### src/rtl/io_spi_mgmt_responder_pkg.sv
// Encodings shared between the SPI management controller and the IO responder.
package io_spi_mgmt_responder_pkg;

    localparam logic [1:0] MODE_MGMT  = 2'b00;
    localparam logic [1:0] MODE_IN    = 2'b01;
    localparam logic [1:0] MODE_OUT   = 2'b10;
    localparam logic [1:0] MODE_FAULT = 2'b11;

    localparam logic [7:0] CMD_NOP       = 8'h00;
    localparam logic [7:0] CMD_GET_MODE  = 8'h01;
    localparam logic [7:0] CMD_SET_IN    = 8'h02;
    localparam logic [7:0] CMD_SET_OUT   = 8'h03;
    localparam logic [7:0] CMD_SET_LED   = 8'h04;
    localparam logic [7:0] CMD_SET_FAULT = 8'h0F;

    localparam logic [7:0] RSP_ACK       = 8'h5A;
    localparam logic [7:0] RSP_NAK       = 8'hEE;
    localparam logic [3:0] STATUS_NIBBLE = 4'hA;

    localparam logic [1:0] ST_IDLE = 2'd0;
    localparam logic [1:0] ST_CMD  = 2'd1;
    localparam logic [1:0] ST_DATA = 2'd2;
    localparam logic [1:0] ST_TAIL = 2'd3;

    function automatic logic [7:0] status_byte(input logic [1:0] mode);
        return {STATUS_NIBBLE, 2'b00, mode};
    endfunction

    // FAULT is sticky, so mode-changing commands are refused while in it.
    function automatic logic [7:0] cmd_response(input logic [7:0] cmd, input logic [1:0] mode);
        logic [7:0] rsp;
        case (cmd)
            CMD_NOP:                  rsp = 8'h00;
            CMD_GET_MODE:             rsp = {6'b0, mode};
            CMD_SET_IN, CMD_SET_OUT:  rsp = (mode == MODE_FAULT) ? RSP_NAK : RSP_ACK;
            CMD_SET_LED, CMD_SET_FAULT: rsp = RSP_ACK;
            default:                  rsp = RSP_NAK;
        endcase
        return rsp;
    endfunction

endpackage

### src/rtl/io_spi_sync_edge.sv
// Two-flop synchronizers for the SPI pins plus edge detection on sclk and n_ss.
module io_spi_sync_edge (
    input  logic clk_in,
    input  logic n_reset,
    input  logic sclk_i,
    input  logic mosi_i,
    input  logic n_ss_i,
    output logic mosi_s_o,
    output logic sclk_rise_o,
    output logic sclk_fall_o,
    output logic ss_fall_o,
    output logic ss_rise_o
);
    // bit 0 = sclk, bit 1 = mosi, bit 2 = n_ss
    logic [2:0] sync1_q;
    logic [2:0] sync2_q;
    logic [1:0] prev_q;

    // Clearing n_ss to 0 means a frame still selected at reset release shows
    // no falling edge; the responder waits for a fresh select.
    always_ff @(negedge clk_in) begin
        if (!n_reset) begin
            sync1_q <= 3'b000;
            sync2_q <= 3'b000;
            prev_q  <= 2'b00;
        end else begin
            sync1_q <= {n_ss_i, mosi_i, sclk_i};
            sync2_q <= sync1_q;
            prev_q  <= {sync2_q[2], sync2_q[0]};
        end
    end

    assign mosi_s_o    = sync2_q[1];
    assign sclk_rise_o =  sync2_q[0] & ~prev_q[0];
    assign sclk_fall_o = ~sync2_q[0] &  prev_q[0];
    assign ss_fall_o   = ~sync2_q[2] &  prev_q[1];
    assign ss_rise_o   =  sync2_q[2] & ~prev_q[1];

endmodule

### src/rtl/io_spi_mgmt_responder.sv
// SPI mode-0 responder: status byte, command byte, data byte, then zero tail.
// cmd_valid is a one-cycle strobe with cmd_byte valid in the same cycle; no ready.
module io_spi_mgmt_responder
    import io_spi_mgmt_responder_pkg::*;
(
    input  logic       clk_in,
    input  logic       n_reset,
    input  logic       spi_sclk,
    input  logic       spi_mosi,
    input  logic       spi_n_ss,
    output logic       spi_miso,
    output logic [1:0] io_mode,
    output logic       status_grn,
    output logic       status_red,
    output logic       cmd_valid,
    output logic [7:0] cmd_byte,
    output logic [1:0] dbg_state_o
);
    logic mosi_s, sclk_rise, sclk_fall, ss_fall, ss_rise;

    io_spi_sync_edge u_sync (
        .clk_in      (clk_in),
        .n_reset     (n_reset),
        .sclk_i      (spi_sclk),
        .mosi_i      (spi_mosi),
        .n_ss_i      (spi_n_ss),
        .mosi_s_o    (mosi_s),
        .sclk_rise_o (sclk_rise),
        .sclk_fall_o (sclk_fall),
        .ss_fall_o   (ss_fall),
        .ss_rise_o   (ss_rise)
    );

    logic [1:0] state_q, state_d;
    logic [2:0] bit_cnt_q, bit_cnt_d;
    logic [7:0] tx_q, tx_d;
    logic [6:0] rx_q, rx_d;
    logic [7:0] cmd_q, cmd_d;
    logic [1:0] io_mode_q, io_mode_d;
    logic       grn_q, grn_d, red_q, red_d;
    logic       miso_q, miso_d;
    logic       cmd_valid_q, cmd_valid_d;
    logic [7:0] cmd_byte_q, cmd_byte_d;
    logic [7:0] rx_byte;

    assign rx_byte = {rx_q, mosi_s};

    always_comb begin
        state_d     = state_q;
        bit_cnt_d   = bit_cnt_q;
        tx_d        = tx_q;
        rx_d        = rx_q;
        cmd_d       = cmd_q;
        io_mode_d   = io_mode_q;
        grn_d       = grn_q;
        red_d       = red_q;
        cmd_valid_d = 1'b0;
        cmd_byte_d  = cmd_byte_q;

        if (ss_rise) begin
            state_d   = ST_IDLE;
            bit_cnt_d = 3'd0;
            tx_d      = 8'h00;
        end else if (ss_fall && state_q == ST_IDLE) begin
            state_d   = ST_CMD;
            bit_cnt_d = 3'd0;
            tx_d      = status_byte(io_mode_q);
        end else if (state_q != ST_IDLE) begin
            if (sclk_rise) begin
                rx_d      = rx_byte[6:0];
                bit_cnt_d = bit_cnt_q + 3'd1;
                // Next byte is loaded on the 8th rising edge so its MSB is out
                // before the following rising edge; the falling edge in between
                // (bit_cnt 0) must not shift.
                if (bit_cnt_q == 3'd7) begin
                    if (state_q == ST_CMD) begin
                        cmd_d   = rx_byte;
                        tx_d    = cmd_response(rx_byte, io_mode_q);
                        state_d = ST_DATA;
                    end else if (state_q == ST_DATA) begin
                        state_d     = ST_TAIL;
                        tx_d        = 8'h00;
                        cmd_valid_d = 1'b1;
                        cmd_byte_d  = cmd_q;
                        case (cmd_q)
                            CMD_SET_IN:  if (io_mode_q != MODE_FAULT) io_mode_d = MODE_IN;
                            CMD_SET_OUT: if (io_mode_q != MODE_FAULT) io_mode_d = MODE_OUT;
                            CMD_SET_LED: begin
                                grn_d = rx_byte[0];
                                red_d = rx_byte[1];
                            end
                            CMD_SET_FAULT: begin
                                io_mode_d = MODE_FAULT;
                                grn_d     = 1'b0;
                                red_d     = 1'b1;
                            end
                            default: ;
                        endcase
                    end else begin
                        tx_d = 8'h00;
                    end
                end
            end else if (sclk_fall && bit_cnt_q != 3'd0) begin
                tx_d = {tx_q[6:0], 1'b0};
            end
        end

        miso_d = (state_d != ST_IDLE) ? tx_d[7] : 1'b0;
    end

    always_ff @(negedge clk_in) begin
        if (!n_reset) begin
            state_q     <= ST_IDLE;
            bit_cnt_q   <= 3'd0;
            tx_q        <= 8'h00;
            rx_q        <= 7'h00;
            cmd_q       <= 8'h00;
            io_mode_q   <= MODE_OUT;
            grn_q       <= 1'b0;
            red_q       <= 1'b1;
            miso_q      <= 1'b0;
            cmd_valid_q <= 1'b0;
            cmd_byte_q  <= 8'h00;
        end else begin
            state_q     <= state_d;
            bit_cnt_q   <= bit_cnt_d;
            tx_q        <= tx_d;
            rx_q        <= rx_d;
            cmd_q       <= cmd_d;
            io_mode_q   <= io_mode_d;
            grn_q       <= grn_d;
            red_q       <= red_d;
            miso_q      <= miso_d;
            cmd_valid_q <= cmd_valid_d;
            cmd_byte_q  <= cmd_byte_d;
        end
    end

    assign spi_miso    = miso_q;
    assign io_mode     = io_mode_q;
    assign status_grn  = grn_q;
    assign status_red  = red_q;
    assign cmd_valid   = cmd_valid_q;
    assign cmd_byte    = cmd_byte_q;
    assign dbg_state_o = state_q;

endmodule

### config.mk
export PLATFORM = sky130hd
export DESIGN_NAME = io_spi_mgmt_responder
export DESIGN_NICKNAME = d
export VERILOG_FILES = /design/src/rtl/io_spi_mgmt_responder_pkg.sv /design/src/rtl/io_spi_sync_edge.sv /design/src/rtl/io_spi_mgmt_responder.sv
export SDC_FILE = /design/constraint.sdc
export NUM_CORES = 1
export LEC_CHECK = 0
export BUFFER_PORTS_ARGS = -buffer_cell sky130_fd_sc_hd__buf_4
export CORE_MARGIN = 3
export CORE_UTILIZATION = 56
export DETAILED_ROUTE_END_ITERATION = 6
export PLACE_DENSITY = 0.76
export SLEW_MARGIN = 30
export SYNTH_ARGS = -nofsm -noshare
export SYNTH_HDL_FRONTEND = slang
export SYNTH_SLANG_ARGS = --single-unit
### constraint.sdc
create_clock -name clk_in -period 1.95 [get_ports clk_in]
set_input_delay 0.39 -clock clk_in [delete_from_list [all_inputs] [get_ports clk_in]]
set_output_delay 0.39 -clock clk_in [all_outputs]
set_load 0.05 [all_outputs]
### Word-level counts from Yosys, hierarchy flattened

Index checks and enable logic that the tools add are counted.

* add/sub/neg operators: 1
* equal/unequal tests: 18
* multiplexer cells: 22
* bitwise gates (word level): 15
* reduce and logical (&&, ||, !) cells: 26

Operators by type and width (number)
* 8-bit 2-to-1 mux: 8
* 8-bit by 2-bit equality test with 1-bit output (second input constant): 4
* 8-bit one-hot mux with 4 select lines: 1
* 2-bit 2-to-1 mux: 9
* 8-bit by 3-bit equality test with 1-bit output (second input constant): 2
* 8-bit by 4-bit equality test with 1-bit output (second input constant): 2
* 1-bit NOT: 11
* 10-bit AND reduction: 1
* 2-bit nonzero test: 5
* 3-bit nonzero test: 3
* 8-bit by 1-bit equality test with 1-bit output (second input constant): 1
* 8-bit zero test: 1
* 8-bit AND reduction: 1
* 7-bit AND reduction: 1
* 7-bit OR reduction: 1
* 2-bit != test (second input constant): 3
* 2-bit one-hot mux with 3 select lines: 1
* 3-bit AND reduction: 2
* 6-bit AND reduction: 1
* 2-bit OR reduction: 3
* 1-bit AND: 4
* 2-bit equality test (second input constant): 2
* 1-bit one-hot mux with 2 select lines: 2
* 2-bit AND reduction: 2
* 10 further kinds: 11

* flip-flop bits (word level): 50
* input bits: 5
* output and inout bits: 16
* word-level logic and storage cells: 98

### Logic depth before layout (Yosys ltp)

Gate-level depths: netlist of run 1.

* word-level depth: 10
* gate-level depth with buffers: 8

### Cells and area by module

From an unflattened synthesis of run 1, not the netlist that was laid out.

* cells, all modules: 250
* area total of the unflattened synthesis: 2138.3 µm²

Modules (own cells, without submodules)
* io_spi_mgmt_responder: instances 1, cells an instance 229, area an instance 1899.3 µm², seq. area each 840.8 µm²
* io_spi_sync_edge: instances 1, cells an instance 21, area an instance 239.0 µm², seq. area each 160.2 µm²

==> results by group, run 1 <==
Finish
  • Final nets: 330
  • Area grow syn2layout: 30.8%
  • Ratio of cells with drive above 1 in the final layout: 23.8%
  • Final core area utilization: 79.4%
  • N_diodes: 0

STA
  • Slew @ Worst Pin: 0.570 ns
  • Worst clock skew: 0.0234 ns
  • Setup TNS: -4.23 ns
  • Final hold violation count: 0
  • RSZ-0062 raised after global routing: yes
  • Count of final setup violators: 16
  • Final Slew Violations: 0
  • Worst hold slack: 0.423 ns
  • Slew Limit Headroom: 61.6%
  • Final WS setup: -0.292 ns

Floorplanning
  • Die area: 4990 um^2
  • Std-Cell Rows: 22
  • Die H: 70.6 um
  • Initial Util: 60.7%
  • Core area: 3850 um^2
  • Ports: 21
  • Die Wd: 70.6 um

Setup path
  • Critical Path Start Type: flop
  • CP cell instances: buf_8
  • Worst Path Max Fanout: 2
  • Crit Path Category: flop to output port
  • Largest stage delay, worst path: 0.35 ns
  • CP endpoint kind: output port
  • Critical path's slowest cell: dfxtp_2
  • CP top delay family: flip-flops
  • CP Buf/Inv Count: 1
  • Worst path required time: 1.56 ns
  • Crit path DAT: 1.85 ns

Synth
  • XOR/XNOR Fraction of Synth Area: 0.374%
  • Area leader, netlist: dfxtp_1
  • Adder-cell share of the synthesized area: 1.60%
  • Seq/Total Area, Yosys: 42.8%
  • Mapped Area: 2340 um^2
  • Post-synthesis mux area share: 11.6%
  • Largest family of logic cells by synthesized area: simple AND/OR/NAND/NOR gates
  • Synth top area share: 42.8%
  • Synth Warn #: 0
  • Compound-cell area share of the yosys netlist: 13.0%
  • Post-Synthesis Cells: 243
  • Top cells by area, synth: dfxtp_1, mux2i_1, nor2b_1, and2_1, nand2_1
  • Synth Register Bits: 50
  • Most common cell in the netlist: dfxtp_1
  • Most used DFF post-synth: dfxtp_1
  • Syn_nets: 251
  • Netlist cell types: 48
  • Avg Inst Size Synth: 9.63 um^2
  • Post-Synth Simple-Gate Area: 25.5%
  • EDFF count, synth: 0
  • Synth top cells by count: dfxtp_1, mux2i_1, nor2b_1, nand2_1, nor2_1
  • Async set or reset register ratio after synthesis: 0%

Routing
  • Remaining DRCs: 0
  • Vias: 2001
  • Iter 0 DRT Violations: 112
  • Vias/cell: 5.39
  • Drt total wl: 5.37 mm
  • WL/cell: 14.5 um
  • Router iterations before antenna repair: 4
  • ANT nets after route: 0

Pwr
  • Pleak: 1.31 nW
  • Share of power burned in registers: 48.2%
  • P_int: 1.47 mW
  • Clock power frac: 47.4%
  • Sw Ratio: 32.4%
  • Combinational share of power: 4.4%
  • Worst IR Drop VDD: 675 uV
  • NetSw: 0.705 mW
  • PD cells: 711 nW/um^2

Hold path
  • Hold WC Path Type: flop to flop

Clocking
  • Clock tree buffer depth: 2
  • Clock root buffer: clkbuf_8
  • Clock latency of the later-clocked register in the worst-skew pair: 0.38 ns
  • Hold Buf Count CTS: 0
  • Num CTS Buffers: 5
  • Clock sink total: 50
  • Worst-path clk slew: 0.05 ns
  • Htree depth: 2
  • CTS tree: yes

Flow run
  • Max_cap viols: 0

Status
  • Outcome: complete, but fails checks
  • Failing checks: setup timing

Global routing
  • Grt ovf: 0
  • Initial antenna violation count: 0
  • Total Routing Usage GR: 22.5%
  • Vias in the first global route: 2151
  • Largest net degree at the start of global routing: 26
  • Global-route wire length before repair: 9.14 mm

Place
  • Port Buf Inserts: 20
  • Final HPWL DP: 3.46 mm
  • Routability cong.: 0.895
metal layers:
layer	GRT usage, %	wire length (um)	vias up
met5	0	0	-
met4	9.60	36	0
met3	10.1	282	4
met2	32.7	2480	57
met1	29.1	2570	925
li1	-	-	1015
power groups by stage:
stage | sequential, mW | clock (mW) | combinational, mW
detailed placement | 1.06 | 0.159 | 0.0919
finish | 1.05 | 1.03 | 0.0957
floorplan | 1.07 | 0.159 | 0.0587
CTS | 1.05 | 1.06 | 0.0938
global placement | 1.06 | 0.159 | 0.0906
global route | 1.05 | 1.19 | 0.103
area by class of cell:
cell class	count	area, um^2
Clock buffer	5	68.8
Fill cell	269	793
Tap cell	48	60.1
Timing Repair Buffer	38	414
Clock inverter	53	206
Sequential cell	50	1020
Multi-Input combinational cell	169	1260
Inverter	8	30.0
flip-flops by register name (all words and copies together), names as in the netlist, 3 cells and up:
register,cells
bit_cnt_q,3
cmd_byte,8
cmd_q,8
rx_q,7
tx_q,8
u_sync.sync1_q,3
u_sync.sync2_q,3
cells by family (layout without fill, tap and decap cells):
kind of cell,Yosys count,in the layout
adder cells (fa/ha/maj),3,3
buffers and inverters,24,104
multiplexers,27,27
XOR/XNOR,1,1
AND/OR/NAND/NOR,95,95
flip-flops,50,50
AO/OA/AOI/OAI,43,43
cells in the final DEF, fill, tap and decap left out, types with 2 or more instances in the layout:
master	count
buf_8	15
nor2b_1	27
o21bai_1	2
and2_1	9
nand4_1	5
ha_1	3
a31oi_1	2
nor4_1	2
mux2i_1	27
inv_1	59
nand2_1	14
a32oi_1	2
nand3_1	2
dfxtp_1	34
nor2_1	9
dfxtp_2	16
o21ai_0	9
o31ai_1	2
and3_1	3
or2_1	2
a21boi_0	2
nand2b_1	4
o211ai_1	2
a221oi_2	4
nor3_1	3
clkbuf_8	5
nor3_4	2
a21oi_1	7
buf_4	21
a211oi_1	6
path summary, 6_finish.rpt:
kind,slack (ns),cells past startpoint,startpoint,to
worst max-delay path,-0.29,1,cmd_byte[4],cmd_byte[4]
worst min-delay path,0.42,1,u_sync.sync1_q[1],u_sync.sync2_q[1]
worst max register to register,0.15,7,bit_cnt_q[0],tx_q[6]
worst min register to register,0.42,1,u_sync.sync1_q[1],u_sync.sync2_q[1]
through the flow:
| step | cell area [um^2] | total power, mW | instances | worst slack, ns |
|---|---|---|---|---|
| detailed placement | 2660 | 1.31 | 313 | -0.236 |
| finish | 3060 | 2.18 | 371 | -0.292 |
| CTS | 3010 | 2.20 | 370 | -0.295 |
| floorplan | 2410 | 1.28 | 243 | -0.0390 |
| global placement | 2660 | 1.31 | 313 | -0.196 |
| global route | 3060 | 2.34 | 371 | -0.327 |
timing repair:
item	CTS	global route
gates cloned	0	0
buffers inserted	0	1
endpoints found under the setup margin	16	18
resized for setup	20	12
Note: power is estimated with default switching activity, not from simulation.
==> inputs of run 2 (changes only) <==
- SETUP_SLACK_MARGIN: not set -> 0.4
==> run 2 against run 1 <==
The flow now stops in 5_1_grt. Synthesized cell count unchanged. Area after synthesis unchanged.
==> results by group, run 2 <==
Synth
  • EDFF count, synth: 0
  • Synth Warn #: 0
  • Seq/Total Area, Yosys: 42.8%
  • Synth top area share: 42.8%
  • Async set or reset register ratio after synthesis: 0%
  • Area leader, netlist: dfxtp_1
  • Post-Synthesis Cells: 243
  • Syn_nets: 251
  • Most used DFF post-synth: dfxtp_1
  • Avg Inst Size Synth: 9.63 um^2
  • Most common cell in the netlist: dfxtp_1
  • Synth top cells by count: dfxtp_1, mux2i_1, nor2b_1, nand2_1, nor2_1
  • Synth Register Bits: 50
  • Netlist cell types: 48
  • Mapped Area: 2340 um^2
  • Top cells by area, synth: dfxtp_1, mux2i_1, nor2b_1, and2_1, nand2_1

Floorplanning
  • Ports: 21
  • Std-Cell Rows: 22
  • Die Wd: 70.6 um
  • Die H: 70.6 um
  • Initial Util: 60.7%

Clocking
  • Clock tree buffer depth: 2
  • Num CTS Buffers: 5
  • Clock sink total: 50
  • Htree depth: 2
  • Clock root buffer: clkbuf_8
  • Hold Buf Count CTS: 0

Place
  • Routability cong.: 0.796
  • Post-place setup slack: -0.245 ns
  • Final HPWL DP: 3.54 mm
  • Port Buf Inserts: 20
  • Cells after DPL: 314

Status
  • Outcome: stopped before the end
  • Halt Stage: 5_1_grt
  • Err: [ERROR DPL-0033] detailed placement checks failed during check placement.

STA
  • WEP type: top-level output
  • Worst endpoint, post-GRT repair: cmd_byte[2]

Global routing
  • Largest net degree at the start of global routing: 15
  • Initial antenna violation count: 1
-- run 2: stage by stage --
step	hold WS (ns)	cell area, um^2
after CTS	0.440	3530
after detailed placement	0.429	2710
after global placement	0.416	2710
after floorplan	0.412	2510
-- run 2: kinds of logic after synthesis --
group	share of synthesized area, %
multiplexers	11.6
AND/OR/NAND/NOR	25.5
flip-flops	42.8
XOR/XNOR	0.374
AO/OA/AOI/OAI	13.0
buffers and inverters	5.19
adder cells (fa/ha/maj)	1.60
-- run 2: timing repair --
| action | in CTS |
|---|---|
| gates cloned | 3 |
| setup endpoints to repair | 65 |
| resized for setup | 81 |
| setup buffers | 12 |
| pin swaps | 15 |
==> inputs of run 3 (changes only) <==
- CORE_UTILIZATION: 56 -> 40
- PLACE_DENSITY: 0.76 -> not set
- PLACE_DENSITY_LB_ADDON: not set -> 0.15
- SETUP_SLACK_MARGIN: 0.4 -> not set
==> run 3 against run 2 <==
The flow now finishes, with violations (setup timing).
==> results by group, run 3 (same netlist as run 1, synthesis figures left out) <==
Status
  • Outcome: complete, but fails checks
  • Failing checks: setup timing

Global routing
  • Grt ovf: 0
  • Total Routing Usage GR: 17.6%
  • Largest net degree at the start of global routing: 35
  • Vias in the first global route: 2039
  • Initial antenna violation count: 0
  • Global-route wire length before repair: 9.13 mm

Setup path
  • Reg2Reg Setup Slack: 0.14 ns
  • CP top delay family: flip-flops
  • Worst path required time: 1.56 ns
  • Worst Path Max Fanout: 2
  • Crit path DAT: 1.85 ns
  • R2R cell count: 7
  • Critical path's slowest cell: dfxtp_2
  • Crit Path Category: flop to output port
  • CP endpoint kind: output port
  • CP Buf/Inv Count: 1
  • CP Depth: 1
  • R2r endpoint: tx_q[5]
  • FF-to-FF Start: bit_cnt_q[0]
  • CP cell instances: buf_8
  • Largest stage delay, worst path: 0.35 ns
  • Critical Path Start Type: flop

STA
  • Slew @ Worst Pin: 0.514 ns
  • Final WS setup: -0.287 ns
  • Final Slew Violations: 0
  • Slew Limit Headroom: 65.3%
  • RSZ-0062 raised after global routing: yes
  • Final hold violation count: 0
  • Count of final setup violators: 16
  • Worst clock skew: 0.0168 ns

Pwr
  • Pleak: 1.31 nW
  • Worst IR Drop VDD: 413 uV
  • PD cells: 688 nW/um^2

Hold path
  • Hold WC Path Type: flop to flop
  • Hold path depth: 1
  • Hold EP: u_sync.sync2_q[2]
  • Hold path start: u_sync.sync1_q[2]

Routing
  • ANT nets after route: 0
  • Vias/cell: 4.96
  • Router iterations before antenna repair: 4
  • Vias: 1963
  • Iter 0 DRT Violations: 112
  • WL/cell: 13.4 um
  • Remaining DRCs: 0
  • Drt total wl: 5.31 mm

Finish
  • Area grow syn2layout: 32.8%
  • Ratio of cells with drive above 1 in the final layout: 25.3%
  • Final core area utilization: 55.7%
  • Most frequent cells in the layout: inv_1, dfxtp_1, mux2i_1, nor2b_1, buf_4
  • Final nets: 332
  • Commonest non-fill, non-tap cell in the layout: inv_1
  • N_diodes: 0

Flow run
  • Max_cap viols: 0

Place
  • Routability cong.: 0.877
  • Port Buf Inserts: 20
  • Post-place setup slack: -0.241 ns
  • Final HPWL DP: 3.61 mm

Floorplanning
  • Die H: 82.5 um
  • Ports: 21
  • Std-Cell Rows: 27
  • Die Wd: 82.5 um
  • Initial Util: 42.0%
  • Die area: 6800 um^2
  • Core area: 5570 um^2

Clocking
  • CTS tree: yes
  • Worst-path clk slew: 0.04 ns
  • Hold Buf Count CTS: 0
  • Clock root buffer: clkbuf_8
  • Clock sink total: 50
  • Num CTS Buffers: 5
  • Clock tree buffer depth: 2
  • Htree depth: 2
  • Clock latency of the later-clocked register in the worst-skew pair: 0.37 ns
run 3: repair_timing:
action | 4_1_cts | 5_1_grt
gates resized for setup | 25 | 11
setup buffers | 1 | 0
setup endpoints to repair | 18 | 20
pin swaps | 0 | 0
run 3: area by class of cell:
cell class | instances | area [um^2]
clock inverters | 52 | 205
multi-input cells | 169 | 1270
repair buffers | 40 | 417
flip-flops and latches | 50 | 1020
well taps | 72 | 90.1
inverters | 8 | 30.0
fillers | 515 | 2470
clock buffers | 5 | 68.8
run 3: routing by layer:
metal | routed length, um | GRT usage [%] | share of wire (%) | up-vias
met2 | 2350 | 24.2 | 44 | 44
li1 | - | - | - | 1011
met4 | 87 | 10.1 | 1.6 | 0
met1 | 2610 | 22.7 | 49 | 899
met5 | 0 | 0 | 0 | -
met3 | 265 | 7.38 | 5.0 | 9
run 3: worst max path at each step:
stage	to	start	slack, ns
after global placement	tx_q[3]	n_reset	-0.22
after floorplan	tx_q[2]	n_reset	-0.04
after CTS	dbg_state_o[0]	dbg_state_o[0]	-0.30
after global routing	dbg_state_o[0]	dbg_state_o[0]	-0.33
after detailed placement	tx_q[3]	n_reset	-0.24
final	io_mode[1]	io_mode[1]	-0.29
run 3: stage by stage:
| stage | instance area, um^2 | setup TNS [ns] | std cells | hold WS [ns] | total power, mW |
|---|---|---|---|---|---|
| floorplan | 2410 | -0.123 | 243 | 0.412 | 1.28 |
| global placement | 2700 | -4.24 | 339 | 0.415 | 1.31 |
| finish | 3110 | -4.18 | 396 | 0.425 | 2.14 |
| global route | 3110 | -4.76 | 396 | 0.439 | 2.33 |
| detailed placement | 2700 | -4.20 | 339 | 0.426 | 1.31 |
| CTS | 3060 | -4.36 | 396 | 0.427 | 2.19 |
run 3: report_power, final:
group | total, mW | switching [mW] | internal [mW]
clock network | 0.997 | 0.613 | 0.384
logic | 0.0915 | 0.0496 | 0.0418
registers | 1.05 | 0.00934 | 1.04
total | 2.14 | 0.672 | 1.47
